`src/rtl/hazard_pkg.sv`:
```
// Shared types and constants for the pipeline hazard controller.
// Optional perf counters in the top are enabled by HAZARD_PERF_COUNTERS_EN.
package hazard_pkg;

    localparam int unsigned WARM_W = 4;
    localparam logic [4:0]  REG_ZERO = 5'd0;

    typedef enum logic [1:0] {
        S_WARMUP        = 2'd0,
        S_RUN           = 2'd1,
        S_REDIRECT_PEND = 2'd2
    } hazard_state_t;

    typedef struct packed {
        logic pc_stall;
        logic if_id_stall;
        logic id_ex_stall;
        logic ex_mem_stall;
        logic mem_wb_stall;
        logic if_id_flush;
        logic id_ex_flush;
        logic ex_mem_flush;
        logic mem_wb_flush;
    } hazard_ctrl_t;

    function automatic hazard_ctrl_t ctrl_flush_all();
        hazard_ctrl_t c;
        c              = '0;
        c.if_id_flush  = 1'b1;
        c.id_ex_flush  = 1'b1;
        c.ex_mem_flush = 1'b1;
        c.mem_wb_flush = 1'b1;
        return c;
    endfunction

    function automatic hazard_ctrl_t ctrl_freeze_all();
        hazard_ctrl_t c;
        c              = '0;
        c.pc_stall     = 1'b1;
        c.if_id_stall  = 1'b1;
        c.id_ex_stall  = 1'b1;
        c.ex_mem_stall = 1'b1;
        c.mem_wb_stall = 1'b1;
        return c;
    endfunction

endpackage

```
`src/rtl/load_use_detector.sv`:
```
// Flags a load in EX whose destination is read by the instruction in ID.
module load_use_detector
    import hazard_pkg::*;
(
    input  logic       ex_mem_read,
    input  logic [4:0] ex_rd_addr,
    input  logic [4:0] id_rs1_addr,
    input  logic [4:0] id_rs2_addr,
    input  logic       id_uses_rs1,
    input  logic       id_uses_rs2,
    output logic       load_use
);

    logic rs1_match;
    logic rs2_match;

    assign rs1_match = id_uses_rs1 && (id_rs1_addr == ex_rd_addr);
    assign rs2_match = id_uses_rs2 && (id_rs2_addr == ex_rd_addr);

    // x0 is hardwired, so a load targeting it never creates a dependency
    assign load_use  = ex_mem_read && (ex_rd_addr != REG_ZERO) && (rs1_match || rs2_match);

endmodule

```
`src/rtl/pipeline_hazard_controller.sv`:
```
// Stall/flush sequencer for the 5-stage pipeline; perf counters built only
// when HAZARD_PERF_COUNTERS_EN is defined.
//
//   state            | meaning
//   S_WARMUP         | post-reset window, every pipeline register flushed
//   S_RUN            | normal operation, priority mux drives controls
//   S_REDIRECT_PEND  | branch target loaded during an I-miss; in-flight word is stale
module pipeline_hazard_controller
    import hazard_pkg::*;
#(
    parameter int unsigned RESET_FLUSH_CYCLES = 4,
    parameter int unsigned CNT_W              = 32
) (
    input  logic             CLK,
    input  logic             RESET,
    input  logic             IMEM_BUSYWAIT,
    input  logic             DMEM_BUSYWAIT,
    input  logic [4:0]       ID_RS1_ADDR,
    input  logic [4:0]       ID_RS2_ADDR,
    input  logic             ID_USES_RS1,
    input  logic             ID_USES_RS2,
    input  logic             EX_MEM_READ,
    input  logic [4:0]       EX_RD_ADDR,
    input  logic             EX_BRANCH_TAKEN,
    output logic             PC_STALL,
    output logic             IF_ID_STALL,
    output logic             ID_EX_STALL,
    output logic             EX_MEM_STALL,
    output logic             MEM_WB_STALL,
    output logic             IF_ID_FLUSH,
    output logic             ID_EX_FLUSH,
    output logic             EX_MEM_FLUSH,
    output logic             MEM_WB_FLUSH,
    output logic [CNT_W-1:0] STALL_CYCLES,
    output logic [CNT_W-1:0] FLUSH_EVENTS
);

    localparam logic [WARM_W-1:0] WARM_INIT = WARM_W'(RESET_FLUSH_CYCLES);

    hazard_state_t     state_q;
    hazard_state_t     state_d;
    logic [WARM_W-1:0] warm_q;
    logic [WARM_W-1:0] warm_d;
    logic              load_use;
    logic              running;
    hazard_ctrl_t      ctrl_raw;
    hazard_ctrl_t      ctrl;

    load_use_detector u_load_use_detector (
        .ex_mem_read (EX_MEM_READ),
        .ex_rd_addr  (EX_RD_ADDR),
        .id_rs1_addr (ID_RS1_ADDR),
        .id_rs2_addr (ID_RS2_ADDR),
        .id_uses_rs1 (ID_USES_RS1),
        .id_uses_rs2 (ID_USES_RS2),
        .load_use    (load_use)
    );

    always_ff @(posedge CLK) begin
        if (RESET) begin
            state_q <= S_WARMUP;
            warm_q  <= WARM_INIT;
        end else begin
            state_q <= state_d;
            warm_q  <= warm_d;
        end
    end

    always_comb begin
        state_d  = state_q;
        warm_d   = warm_q;
        ctrl_raw = '0;
        if (RESET) begin
            ctrl_raw = ctrl_flush_all();
        end else begin
            unique case (state_q)
                S_WARMUP: begin
                    ctrl_raw = ctrl_flush_all();
                    warm_d   = warm_q - WARM_W'(1);
                    if (warm_q <= WARM_W'(1)) begin
                        state_d = S_RUN;
                    end
                end
                S_RUN, S_REDIRECT_PEND: begin
                    if (DMEM_BUSYWAIT) begin
                        // EX is frozen, so a taken branch re-presents once the miss clears
                        ctrl_raw = ctrl_freeze_all();
                    end else if (EX_BRANCH_TAKEN) begin
                        ctrl_raw.if_id_flush = 1'b1;
                        ctrl_raw.id_ex_flush = 1'b1;
                        if (IMEM_BUSYWAIT) begin
                            state_d = S_REDIRECT_PEND;
                        end
                    end else if (load_use) begin
                        ctrl_raw.pc_stall    = 1'b1;
                        ctrl_raw.if_id_stall = 1'b1;
                        ctrl_raw.id_ex_flush = 1'b1;
                    end else if (IMEM_BUSYWAIT) begin
                        ctrl_raw.pc_stall    = 1'b1;
                        ctrl_raw.if_id_flush = 1'b1;
                    end else if (state_q == S_REDIRECT_PEND) begin
                        // drop the wrong-path word that just arrived, then refetch the target
                        ctrl_raw.pc_stall    = 1'b1;
                        ctrl_raw.if_id_flush = 1'b1;
                        state_d              = S_RUN;
                    end
                end
                default: begin
                    ctrl_raw = ctrl_flush_all();
                    state_d  = S_WARMUP;
                    warm_d   = WARM_INIT;
                end
            endcase
        end
    end

    always_comb begin
        ctrl              = ctrl_raw;
        ctrl.if_id_stall  = ctrl_raw.if_id_stall  & ~ctrl_raw.if_id_flush;
        ctrl.id_ex_stall  = ctrl_raw.id_ex_stall  & ~ctrl_raw.id_ex_flush;
        ctrl.ex_mem_stall = ctrl_raw.ex_mem_stall & ~ctrl_raw.ex_mem_flush;
        ctrl.mem_wb_stall = ctrl_raw.mem_wb_stall & ~ctrl_raw.mem_wb_flush;
    end

    assign PC_STALL     = ctrl.pc_stall;
    assign IF_ID_STALL  = ctrl.if_id_stall;
    assign ID_EX_STALL  = ctrl.id_ex_stall;
    assign EX_MEM_STALL = ctrl.ex_mem_stall;
    assign MEM_WB_STALL = ctrl.mem_wb_stall;
    assign IF_ID_FLUSH  = ctrl.if_id_flush;
    assign ID_EX_FLUSH  = ctrl.id_ex_flush;
    assign EX_MEM_FLUSH = ctrl.ex_mem_flush;
    assign MEM_WB_FLUSH = ctrl.mem_wb_flush;

    assign running = !RESET && ((state_q == S_RUN) || (state_q == S_REDIRECT_PEND));

`ifdef HAZARD_PERF_COUNTERS_EN
    logic [CNT_W-1:0] stall_cnt_q;
    logic [CNT_W-1:0] flush_cnt_q;

    always_ff @(posedge CLK) begin
        if (RESET) begin
            stall_cnt_q <= '0;
            flush_cnt_q <= '0;
        end else begin
            if (running && ctrl.pc_stall) begin
                stall_cnt_q <= stall_cnt_q + CNT_W'(1);
            end
            if (running && ctrl.id_ex_flush) begin
                flush_cnt_q <= flush_cnt_q + CNT_W'(1);
            end
        end
    end

    assign STALL_CYCLES = stall_cnt_q;
    assign FLUSH_EVENTS = flush_cnt_q;
`else
    logic unused_running;
    assign unused_running = running;
    assign STALL_CYCLES   = '0;
    assign FLUSH_EVENTS   = '0;
`endif

endmodule

```
`config.mk`:
```
export PLATFORM = sky130hd
export DESIGN_NAME = pipeline_hazard_controller
export DESIGN_NICKNAME = d
export VERILOG_FILES = /design/src/rtl/hazard_pkg.sv /design/src/rtl/load_use_detector.sv /design/src/rtl/pipeline_hazard_controller.sv
export SDC_FILE = /design/constraint.sdc
export NUM_CORES = 1
export LEC_CHECK = 0
export ABC_AREA = 0
export CAP_MARGIN = 15
export CELL_PAD_IN_SITES_DETAIL_PLACEMENT = 1
export CELL_PAD_IN_SITES_GLOBAL_PLACEMENT = 2
export CORE_UTILIZATION = 16
export DETAILED_ROUTE_END_ITERATION = 6
export GPL_TIMING_DRIVEN = 0
export HOLD_SLACK_MARGIN = 0.02
export PLACE_DENSITY = 0.88
export SETUP_SLACK_MARGIN = 0.15
export SLEW_MARGIN = 15
export SYNTH_ARGS = -nofsm -noshare
export SYNTH_HDL_FRONTEND = slang
export SYNTH_HIERARCHICAL = 1
export SYNTH_SLANG_ARGS = --single-unit
```
`constraint.sdc`:
```
create_clock -name CLK -period 5.4 [get_ports CLK]
set_input_delay 0.54 -clock CLK [delete_from_list [all_inputs] [get_ports CLK]]
set_output_delay 0.54 -clock CLK [all_outputs]
set_load 0.005 [all_outputs]
```
# Word-level counts from Yosys, hierarchy flattened
# Index checks and enable logic that the tools add are counted.
[totals] wordCells=52 reg_bits=6 out_inout_bits=73
[classes] n_reduce_logical=9 eq_ne=10 addsub=1 n_mux=21 magnitude_cmp=1 bitwise=8
[ops] op="$mux W2" n=11
[ops] op="$mux W9" n=2
[ops] op="$eq A5 B5 Y1" n=2
[ops] op="$ne A3 B3 Y1 const B" n=3
[ops] op="$pmux W4 S2" n=1
[ops] op="$reduce_and A6 Y1" n=1
[ops] op="$mux W1" n=5
[ops] op="$reduce_bool A5 Y1" n=1
[ops] op="$and A1 B1 Y1" n=4
[ops] op="$le A4 B1 Y1 const B" n=1
[ops] op="$logic_and A1 B1 Y1" n=4
[ops] op="$ne A2 B2 Y1 const B" n=2
[ops] op="$ne A4 B4 Y1 const B" n=1
[ops] op="$not A1 Y1" n=4
[ops] op="$pmux W2 S2" n=1
[ops] op="$sub A4 B1 Y4 const B" n=1
[ops] op="$mux W3" n=1
[ops] op="$eq A2 B1 Y1 const B" n=1
[ops] op="$eq A2 B2 Y1 const B" n=1
[ops] op="$logic_not A2 Y1" n=1
[ops] op="$reduce_or A2 Y1" n=1
[ops] op="$logic_or A1 B1 Y1" n=1

# Longest topological paths before layout
# Gate-level depths: netlist of the first run.
[logic_depth] depth_word=11 depth_mapped=8

# Modules after synthesis
# Netlist of the first run, hierarchy kept.
[modules_own_cells] module="pipeline_hazard_controller" cells_each=132 instances=1 area_per_inst_um2=964.7
[modules_own_cells] module="load_use_detector" cells_each=17 instances=1 area_per_inst_um2=133.9

# Worst setup path before layout of the first run
# OpenSTA, ideal clock, no wires.
[synth_path] path_type="in2out" start="in EX_RD_ADDR[1]" end="out IF_ID_FLUSH" setup_slack_ns=3.105 path_stages=6 arrival_ns=1.755 cell_sequence="or4_1 > o21ai_1 > a21oi_1 > nor2b_1 > o21ai_0 > a21o_1"
[synth_between] elab_chain_cells=9 word_cells_on_any_way=13 classes_between="eq/ne: 2; mux: 5; reduce/logical: 6"
[synth_rtl] item="start, declared" line="pipeline_hazard_controller.sv:23" text="input logic [4:0] EX_RD_ADDR,"
[synth_rtl] item="$eq A5 B5 Y1 (on tied branches)" line="load_use_detector.sv:17, load_use_detector.sv:18"
[synth_rtl] item="$logic_and A1 B1 Y1 (on tied branches)" line="load_use_detector.sv:17, load_use_detector.sv:18"
[synth_rtl] item="$logic_or A1 B1 Y1" line="load_use_detector.sv:21" text="assign load_use = ex_mem_read && (ex_rd_addr != REG_ZERO) && (rs1_match || rs2_match);"
[synth_rtl] item="$logic_and A1 B1 Y1 (*)" line="load_use_detector.sv:21"
[synth_rtl] item="via load_use" line="pipeline_hazard_controller.sv:44" text="logic load_use;"
[synth_rtl] item="$mux W1 (*)" line="pipeline_hazard_controller.sv:94" text="end else if (load_use) begin"
[synth_rtl] item="$mux W2 (*)" line="pipeline_hazard_controller.sv:88" text="end else if (EX_BRANCH_TAKEN) begin"
[synth_rtl] item="$mux W2 (*)" line="pipeline_hazard_controller.sv:85" text="if (DMEM_BUSYWAIT) begin"
[synth_rtl] item="$mux W9 (*)" line="pipeline_hazard_controller.sv:76" text="unique case (state_q)"
[synth_rtl] item="$mux W9 (*)" line="pipeline_hazard_controller.sv:73" text="if (RESET) begin"
[synth_rtl] item="end, declared" line="pipeline_hazard_controller.sv:30" text="output logic IF_ID_FLUSH,"
# Mark *: on every way through the listed nets, which the timed path passes. The rest lies on a longest branch.

# Worst setup path after layout of the first run
[layout_path] start="in EX_RD_ADDR[4]" end="out IF_ID_FLUSH"
# Same word-level chain as after synthesis.

==> results of run 1 <==
worst max-delay path: cells and delay by family:
| kind | cells | cell delay, ps |
|---|---|---|
| buffers and inverters | 2 | 980 |
| AOI/OAI and AO/OA | 4 | 810 |
| and+or+nand+nor | 2 | 680 |
cell type report:
type | instances | area share
timing repair buffer | 31 | 0.174
tap | 77 | 0.0540
multi-input combinational | 131 | 0.385
sequential | 6 | 0.0674
buffer | 68 | 0.282
clock buffer | 3 | 0.0232
inverter | 7 | 0.0147
cell families (layout without fill, tap and decap cells):
| logic type | after synthesis | after routing | share of synthesized area |
|---|---|---|---|
| buffers and inverters | 75 | 109 | 0.482 |
| flip-flops | 6 | 6 | 0.109 |
| multiplexers | 2 | 2 | 0.0182 |
| other | 1 | 64 | 0.00341 |
| AO/OA/AOI/OAI | 17 | 17 | 0.0923 |
| AND/OR/NAND/NOR | 32 | 32 | 0.147 |
| adder cells (fa/ha/maj) | 6 | 6 | 0.0683 |
| XOR/XNOR | 10 | 10 | 0.0797 |
cell usage after synthesis, types with 2 or more instances:
cell	instances	share of area
buf_4	66	0.45
nand2_1	5	0.017
nand2b_1	4	0.023
clkbuf_1	2	0.0068
nor2b_1	3	0.017
a21o_1	2	0.014
dfxtp_1	6	0.11
o21ai_0	4	0.018
nor4_1	2	0.011
xor2_1	8	0.064
xnor2_1	2	0.016
nor2_1	12	0.041
mux2i_1	2	0.018
inv_1	7	0.024
ha_1	6	0.068
a21oi_1	6	0.027
nand3_1	2	0.0091
through the flow:
stage | cell area [µm²] | std cells
4_1_cts | 1780 | 323
2_1_floorplan | 1340 | 212
6_report | 1780 | 323
3_5_place_dp | 1740 | 320
3_3_place_gp | 1740 | 320
5_1_grt | 1780 | 323
where the power goes:
group          switching (mW)  internal, mW
combinational          0.0926         0.114
clock                  0.0212        0.0481
sequential             0.0133        0.0587
total                   0.127         0.220
how the worst max path moves through the flow:
stage	endpoint	slack (ps)	cells past startpoint
floorplan	IF_ID_FLUSH	3110	6
global placement	PC_STALL	1880	9
detailed placement	PC_STALL	1850	9
CTS	PC_STALL	1830	9
global route	IF_ID_FLUSH	1630	8
finish	IF_ID_FLUSH	1850	8
per-layer routing:
layer | vias up | GRT usage
met4 | 0 | 0.0447
met2 | 57 | 0.132
met3 | 9 | 0.0243
met5 | - | 0
li1 | 543 | -
met1 | 434 | 0.0778
state kept, by name, summed over array words and instances (netlist names):
name,count
state_q,2
warm_q,4
==> results.json, run 1 <==
{
  "max-vdd-ir-drop_v": 0.0000617,
  "r2r_start": "state_q[1]",
  "nFillCells": 815,
  "setup_viol": 0,
  "period_share": 0.658,
  "start_util": 0.169,
  "fin_setup_tns_ps": 0,
  "synth_cell_types": 27,
  "grt_pass1_wl_um": 4330,
  "final_antenna_net_count": 0,
  "async_flop_share": 0,
  "portBuffers": 31,
  "p_per_area_mw_per_mm2": 195,
  "die-area_mm2": 0.00720,
  "cts_hold_buf": 0,
  "whs_ps": 514,
  "grt_antenna_before_repair": 0,
  "avgViaCountPerCell": 3.23,
  "start_kind": "input port",
  "final_core_util": 0.275,
  "clk_latency_ps": 230,
  "syn_avg_cell_area_um2": 7.37,
  "cts_buffer_depth": 2,
  "cts_resized": 0,
  "cts.clk_slew.worst_paths_ps": 40,
  "met2WireLength_um": 1300,
  "path_cells": "clkdlybuf4s50_1 -> or4_1 -> o21ai_1 -> a21oi_1 -> nor2b_1 -> o21ai_0 -> a21o_1 -> clkdlybuf4s50_1",
  "met3_length_um": 266,
  "r2r_slack_ps": 3760,
  "ctsHtreeMaxLevel": 1,
  "nets": 277,
  "wl_met1_um": 1030,
  "final_cell_mix": "buf_4, conb_1, clkdlybuf4s50_1",
  "max-cap-violations": 0,
  "rows": 29,
  "cts_tree": "done",
  "top_layer": "met4",
  "finalWirelength_um": 2690,
  "hold_end": "warm_q[1]",
  "cp.required_ps": 4860,
  "maxSlewViolCount": 0,
  "syn_area_mm2": 0.00110,
  "drc_errors": 7,
  "power_mw": 0.347,
  "leakagePower_nw": 0.963,
  "grt_pass1_vias": 991,
  "rsz0062_at_grt": "no",
  "cts_sinks": 6,
  "yosys_register_bits": 6,
  "grt_max_degree": 11,
  "hpwl_um": 2440,
  "violations": "design-rule violations",
  "min_path_cells": 2,
  "dr.pass1.iters": 7,
  "worst-r2r-cell-count": 7,
  "root_buffer": "clkbuf_8",
  "die_h_um": 84.9,
  "post_cts_buffers": 0,
  "crit_path_end_kind": "primary output",
  "post-place-ws_ps": 1850,
  "cp.arrival_ps": 3010,
  "hp-start": "warm_q[1]",
  "hp-class": "reg2reg",
  "cp_slowest_stage_delay_ps": 530,
  "crit_start": "EX_RD_ADDR[4]",
  "drive_gt1_frac": 0.285,
  "ys.flop_type": "dfxtp_1",
  "yosysWarnings": 6,
  "critPathSlowestCell": "or4_1",
  "layout_setup_ws_ps": 1850,
  "drt-initial-drc-count": 35,
  "die_w_um": 84.9,
  "avgRoutedWirePerCell_um": 8.33,
  "area_delta_synth_final_pct": 62.3,
  "ff_latch_area_um2": 120,
  "crit_fanout": 4,
  "crit_path_frequent_cell": "clkdlybuf4s50_1",
  "place_congestion": 0.727,
  "multi_input_area_um2": 686,
  "timing.rr.end": "warm_q[3]",
  "vias": 1043,
  "synth_cells": 149,
  "synth_enable_flop_cells": 0,
  "overflow": 0,
  "fin_crit_ps": 3550,
  "top_level_ports": 96,
  "crit_type": "in2out",
  "diodes": 0,
  "seq_area_frac_synth": 0.109,
  "max_freq_mhz": 282,
  "core_mm2": 0.00649,
  "finalHoldViolCount": 0,
  "finClkSkew_ps": 3.37,
  "cts_made_buffers": 3,
  "outcome": "complete, but fails checks",
  "track_usage": 0.0748,
  "final_common_cell": "buf_4"
}
Note: power is estimated with default switching activity, not from simulation.
==> run 2, diff against run 1 <==
Settings changed: CORE_UTILIZATION 16 to 15, PLACE_DENSITY 0.88 to 0.83.
Clock period 5.4 ns to 3.4 ns, I/O delays scaled along.
==> results.json, run 2 (synthesis gave the netlist of run 1 again) <==
{
  "grt_max_degree": 11,
  "final_cell_mix": "buf_4, conb_1, clkdlybuf4s50_1",
  "overflow": 0,
  "avgRoutedWirePerCell_um": 7.89,
  "setup_viol": 0,
  "hpwl_um": 2460,
  "r2r_start": "state_q[0]",
  "worst-r2r-cell-count": 7,
  "cts_hold_buf": 0,
  "crit_type": "in2out",
  "drive_gt1_frac": 0.289,
  "cp.required_ps": 3060,
  "r2r_slack_ps": 1740,
  "cts_tree": "done",
  "period_share": 0.887,
  "cts_made_buffers": 3,
  "max-vdd-ir-drop_v": 0.0000819,
  "rsz0062_at_grt": "no",
  "maxSlewViolCount": 0,
  "vias": 1038,
  "crit_path_end_kind": "primary output",
  "rows": 30,
  "reg_top3": "warm_q x4, state_q x2",
  "max-cap-violations": 0,
  "die_h_um": 87.6,
  "die_w_um": 87.6,
  "fin_setup_tns_ps": 0,
  "place_congestion": 0.723,
  "grt_antenna_before_repair": 0,
  "final_antenna_net_count": 0,
  "dr.pass1.iters": 4,
  "die-area_mm2": 0.00767,
  "finalHoldViolCount": 0,
  "cts_buffer_depth": 2,
  "placedCellCount": 339,
  "ff_latch_area_um2": 120,
  "cts_sinks": 6,
  "avgViaCountPerCell": 3.04,
  "nFillCells": 887,
  "whs_ps": 513,
  "outcome": "completed",
  "clk_latency_ps": 220,
  "drt-initial-drc-count": 37,
  "drc_errors": 0,
  "final_common_cell": "buf_4",
  "finClkSkew_ps": 3.45,
  "root_buffer": "clkbuf_8",
  "core_mm2": 0.00694,
  "area_delta_synth_final_pct": 64.8,
  "start_kind": "input port",
  "multi_input_area_um2": 689,
  "hp-class": "reg2reg",
  "diodes": 0,
  "fin_cells": 342,
  "top_level_ports": 96,
  "leakagePower_nw": 0.962,
  "cts.clk_slew.worst_paths_ps": 40,
  "min_path_cells": 2,
  "grt_pass1_wl_um": 4060,
  "largest_register": "warm_q",
  "start_util": 0.158,
  "grt_pass1_vias": 942,
  "finalWirelength_um": 2700,
  "hp-start": "warm_q[1]",
  "largest_register_ffs": 4,
  "track_usage": 0.0671,
  "ctsHtreeMaxLevel": 1,
  "p_per_area_mw_per_mm2": 307,
  "max_freq_mhz": 332,
  "timing.rr.end": "warm_q[3]",
  "crit_fanout": 4,
  "cp.arrival_ps": 2680,
  "nets": 277,
  "portBuffers": 31,
  "hold_end": "warm_q[1]",
  "fin_crit_ps": 3020,
  "power_mw": 0.557
}
## run 2: worst max-delay path, cell delays in order
cell and delay (ps):
clkdlybuf4s50_1 470, xor2_1 180, nor4_1 350, nand3_1 140
a21oi_2 210, nor2b_1 160, o21ai_1 100, a21oi_1 170
clkdlybuf4s50_1 550
## run 2: cell type report
type                            count  area share
Buffer                             68       0.278
Clock buffer                        3      0.0228
Inverter                            7      0.0145
Multi-Input combinational cell    131       0.381
Sequential cell                     6      0.0663
Tap cell                           96      0.0663
Timing Repair Buffer               31       0.171
## run 2: worst max path at each step
stage	start	end	slack, ps	cells after the start
final	EX_RD_ADDR[1]	PC_STALL	380	9
after global routing	EX_RD_ADDR[1]	PC_STALL	180	9
after CTS	EX_RD_ADDR[1]	PC_STALL	270	9
after detailed placement	EX_RD_ADDR[1]	PC_STALL	300	9
after global placement	EX_RD_ADDR[1]	IF_ID_FLUSH	320	8
after floorplan	EX_RD_ADDR[1]	IF_ID_FLUSH	1510	6
## run 2: power by group
group | switching (mW) | internal, mW | leakage, nW
clock network | 0.0323 | 0.0762 | 0.0216
registers | 0.0229 | 0.0933 | 0.0494
logic | 0.151 | 0.181 | 0.892
## run 2: routing by layer
layer	global-route usage	share of wire	vias up
met4	0.0373	0.027	0
met2	0.119	0.47	55
met3	0.0170	0.10	6
met1	0.0733	0.40	434
li1	-	-	543
met5	0	0	-
## run 2: what timing repair did
item	4_1_cts	5_1_grt
buffers inserted	0	0
resized for setup	0	2
endpoints found under the setup margin	0	3
## run 2: metrics by stage
| step | worst slack (ps) | area, µm² | util |
|---|---|---|---|
| 6_report | 384 | 1810 | 0.261 |
| 4_1_cts | 273 | 1810 | 0.260 |
| 3_5_place_dp | 300 | 1770 | 0.254 |
| 2_1_floorplan | 1510 | 1340 | - |
| 5_1_grt | 178 | 1810 | 0.261 |
| 3_3_place_gp | 321 | 1770 | 0.254 |
==> run 3, diff against run 2 <==
Settings changed: SYNTH_HIERARCHICAL 1 to not set.
==> results.json, run 3 <==
{
  "yosysTopAreaCellShare": 0.448,
  "final_cell_mix": "buf_4, conb_1, clkdlybuf4s50_1",
  "syn_area_mm2": 0.00110,
  "fin_cells": 345,
  "area_delta_synth_final_pct": 64.1,
  "cts_sinks": 6,
  "min_path_cells": 2,
  "synth_area_leaders": "buf_4, dfxtp_1, xnor2_1",
  "cts_made_buffers": 3,
  "grt_max_degree": 11,
  "finalWirelength_um": 2540,
  "r2r_slack_ps": 1420,
  "cts_hold_buf": 0,
  "largest_register": "warm_q",
  "synth_area_leader_cell": "buf_4",
  "cts_buffer_depth": 2,
  "crit_end": "IF_ID_FLUSH",
  "post_cts_buffers": 0,
  "grt_antenna_before_repair": 0,
  "cts_tree": "done",
  "die_h_um": 87.8,
  "die_w_um": 87.8,
  "top_level_ports": 96,
  "path_cells": "clkdlybuf4s50_1 -> or4_1 -> o21ai_1 -> inv_1 -> and2_2 -> o21ai_0 -> a21o_1 -> clkdlybuf4s50_1",
  "drc_errors": 0,
  "leakagePower_nw": 0.953,
  "final_common_cell": "buf_4",
  "max_freq_mhz": 339,
  "root_buffer": "clkbuf_8",
  "largest_register_ffs": 4,
  "hp-class": "reg2reg",
  "crit_path_frequent_cell": "clkdlybuf4s50_1",
  "ys.flop_type": "dfxtp_1",
  "setup_viol": 0,
  "drive_gt1_frac": 0.281,
  "finClkSkew_ps": 1.45,
  "max-cap-violations": 0,
  "max-vdd-ir-drop_v": 0.000116,
  "yosysMostFrequentCell": "buf_4",
  "synth_enable_flop_cells": 0,
  "ff_latch_area_um2": 120,
  "core_mm2": 0.00694,
  "cts_resized": 0,
  "rsz0062_at_grt": "no",
  "outcome": "completed",
  "nets": 280,
  "fin_crit_ps": 2950,
  "layout_setup_ws_ps": 454,
  "p_per_area_mw_per_mm2": 339,
  "synth_cells": 152,
  "whs_ps": 504,
  "critPathSlowestCell": "or4_1",
  "crit_fanout": 4,
  "maxSlewViolCount": 0,
  "final_antenna_net_count": 0,
  "crit_path_end_kind": "primary output",
  "start_util": 0.159,
  "seq_area_frac_synth": 0.109,
  "finalHoldViolCount": 0,
  "post-place-ws_ps": 451,
  "rows": 30,
  "cp.required_ps": 3060,
  "diodes": 0,
  "power_mw": 0.614,
  "clk_latency_ps": 220,
  "multi_input_area_um2": 688,
  "start_kind": "input port",
  "yosysWarnings": 0,
  "place_congestion": 0.705,
  "cp_slowest_stage_delay_ps": 550,
  "portBuffers": 31,
  "period_share": 0.867,
  "avgViaCountPerCell": 3.12,
  "worst-r2r-cell-count": 7,
  "cp.arrival_ps": 2610,
  "nFillCells": 884,
  "ys_top_cells_by_count": "buf_4, nor2_1, xnor2_1",
  "crit_type": "in2out",
  "drt-initial-drc-count": 16,
  "grt_pass1_vias": 917,
  "die-area_mm2": 0.00771,
  "syn_avg_cell_area_um2": 7.27,
  "r2r_start": "state_q[0]",
  "timing.rr.end": "state_q[1]",
  "ctsHtreeMaxLevel": 1,
  "hpwl_um": 2350,
  "synth_cell_types": 28,
  "placedCellCount": 342,
  "avgRoutedWirePerCell_um": 7.37,
  "reg_top3": "warm_q x4, state_q x2",
  "crit_start": "EX_RD_ADDR[0]",
  "vias": 1078,
  "async_flop_share": 0,
  "grt_pass1_wl_um": 3850,
  "overflow": 0,
  "track_usage": 0.0644,
  "cts.clk_slew.worst_paths_ps": 40,
  "yosys_register_bits": 6,
  "fin_setup_tns_ps": 0,
  "dr.pass1.iters": 2
}
## run 3: metal layers
metal	vias to the layer above	wire length, µm	share of wire	GRT usage
li1	560	-	-	-
met1	460	891	0.35	0.0627
met2	54	1350	0.53	0.123
met3	4	241	0.095	0.0113
met4	0	60	0.024	0.0447
met5	-	0	0	0
## run 3: worst max-delay path, delay by kind of cell
kind,cells,cell delay (ps)
AND/OR/NAND/NOR,2,770
buffers and inverters,3,1050
AO/OA/AOI/OAI,3,450
## run 3: cells by family (layout without fill, tap and decap cells)
group	after synthesis	count (layout)	synth area share
buffers and inverters	76	110	0.482
AND/OR/NAND/NOR	32	32	0.136
AO/OA/AOI/OAI	21	21	0.122
XOR/XNOR	10	10	0.0793
adder cells (fa/ha/maj)	6	6	0.0679
flip-flops	6	6	0.109
other	1	64	0.00339
## run 3: where the power goes
part | leakage [nW] | switching, mW | internal [mW] | total, mW
clock | 0.0216 | 0.0289 | 0.0759 | 0.105
sequential | 0.0494 | 0.0216 | 0.0966 | 0.118
combinational | 0.882 | 0.185 | 0.207 | 0.391
total | 0.953 | 0.235 | 0.379 | 0.614
## run 3: metrics by stage
step | util | cell area (µm²)
6_report | 0.261 | 1810
5_1_grt | 0.261 | 1810
4_1_cts | 0.261 | 1810
3_5_place_dp | 0.255 | 1770
3_3_place_gp | 0.255 | 1770
2_1_floorplan | - | 1340
## run 3: worst min-delay path by stage
stage                           from  slack, ps         end
after floorplan            warm_q[1]        470   warm_q[1]
after global placement     warm_q[1]        510   warm_q[1]
after detailed placement  state_q[0]        510  state_q[0]
after CTS                 state_q[0]        510  state_q[0]
after global routing      state_q[0]        540  state_q[0]
final                     state_q[0]        500  state_q[0]
## run 3: layout make-up
class | instances | area share
clock buffer | 3 | 0.0228
multi-input combinational | 133 | 0.380
inverter | 9 | 0.0186
timing repair buffer | 31 | 0.171
sequential | 6 | 0.0663
tap | 96 | 0.0663
buffer | 67 | 0.275
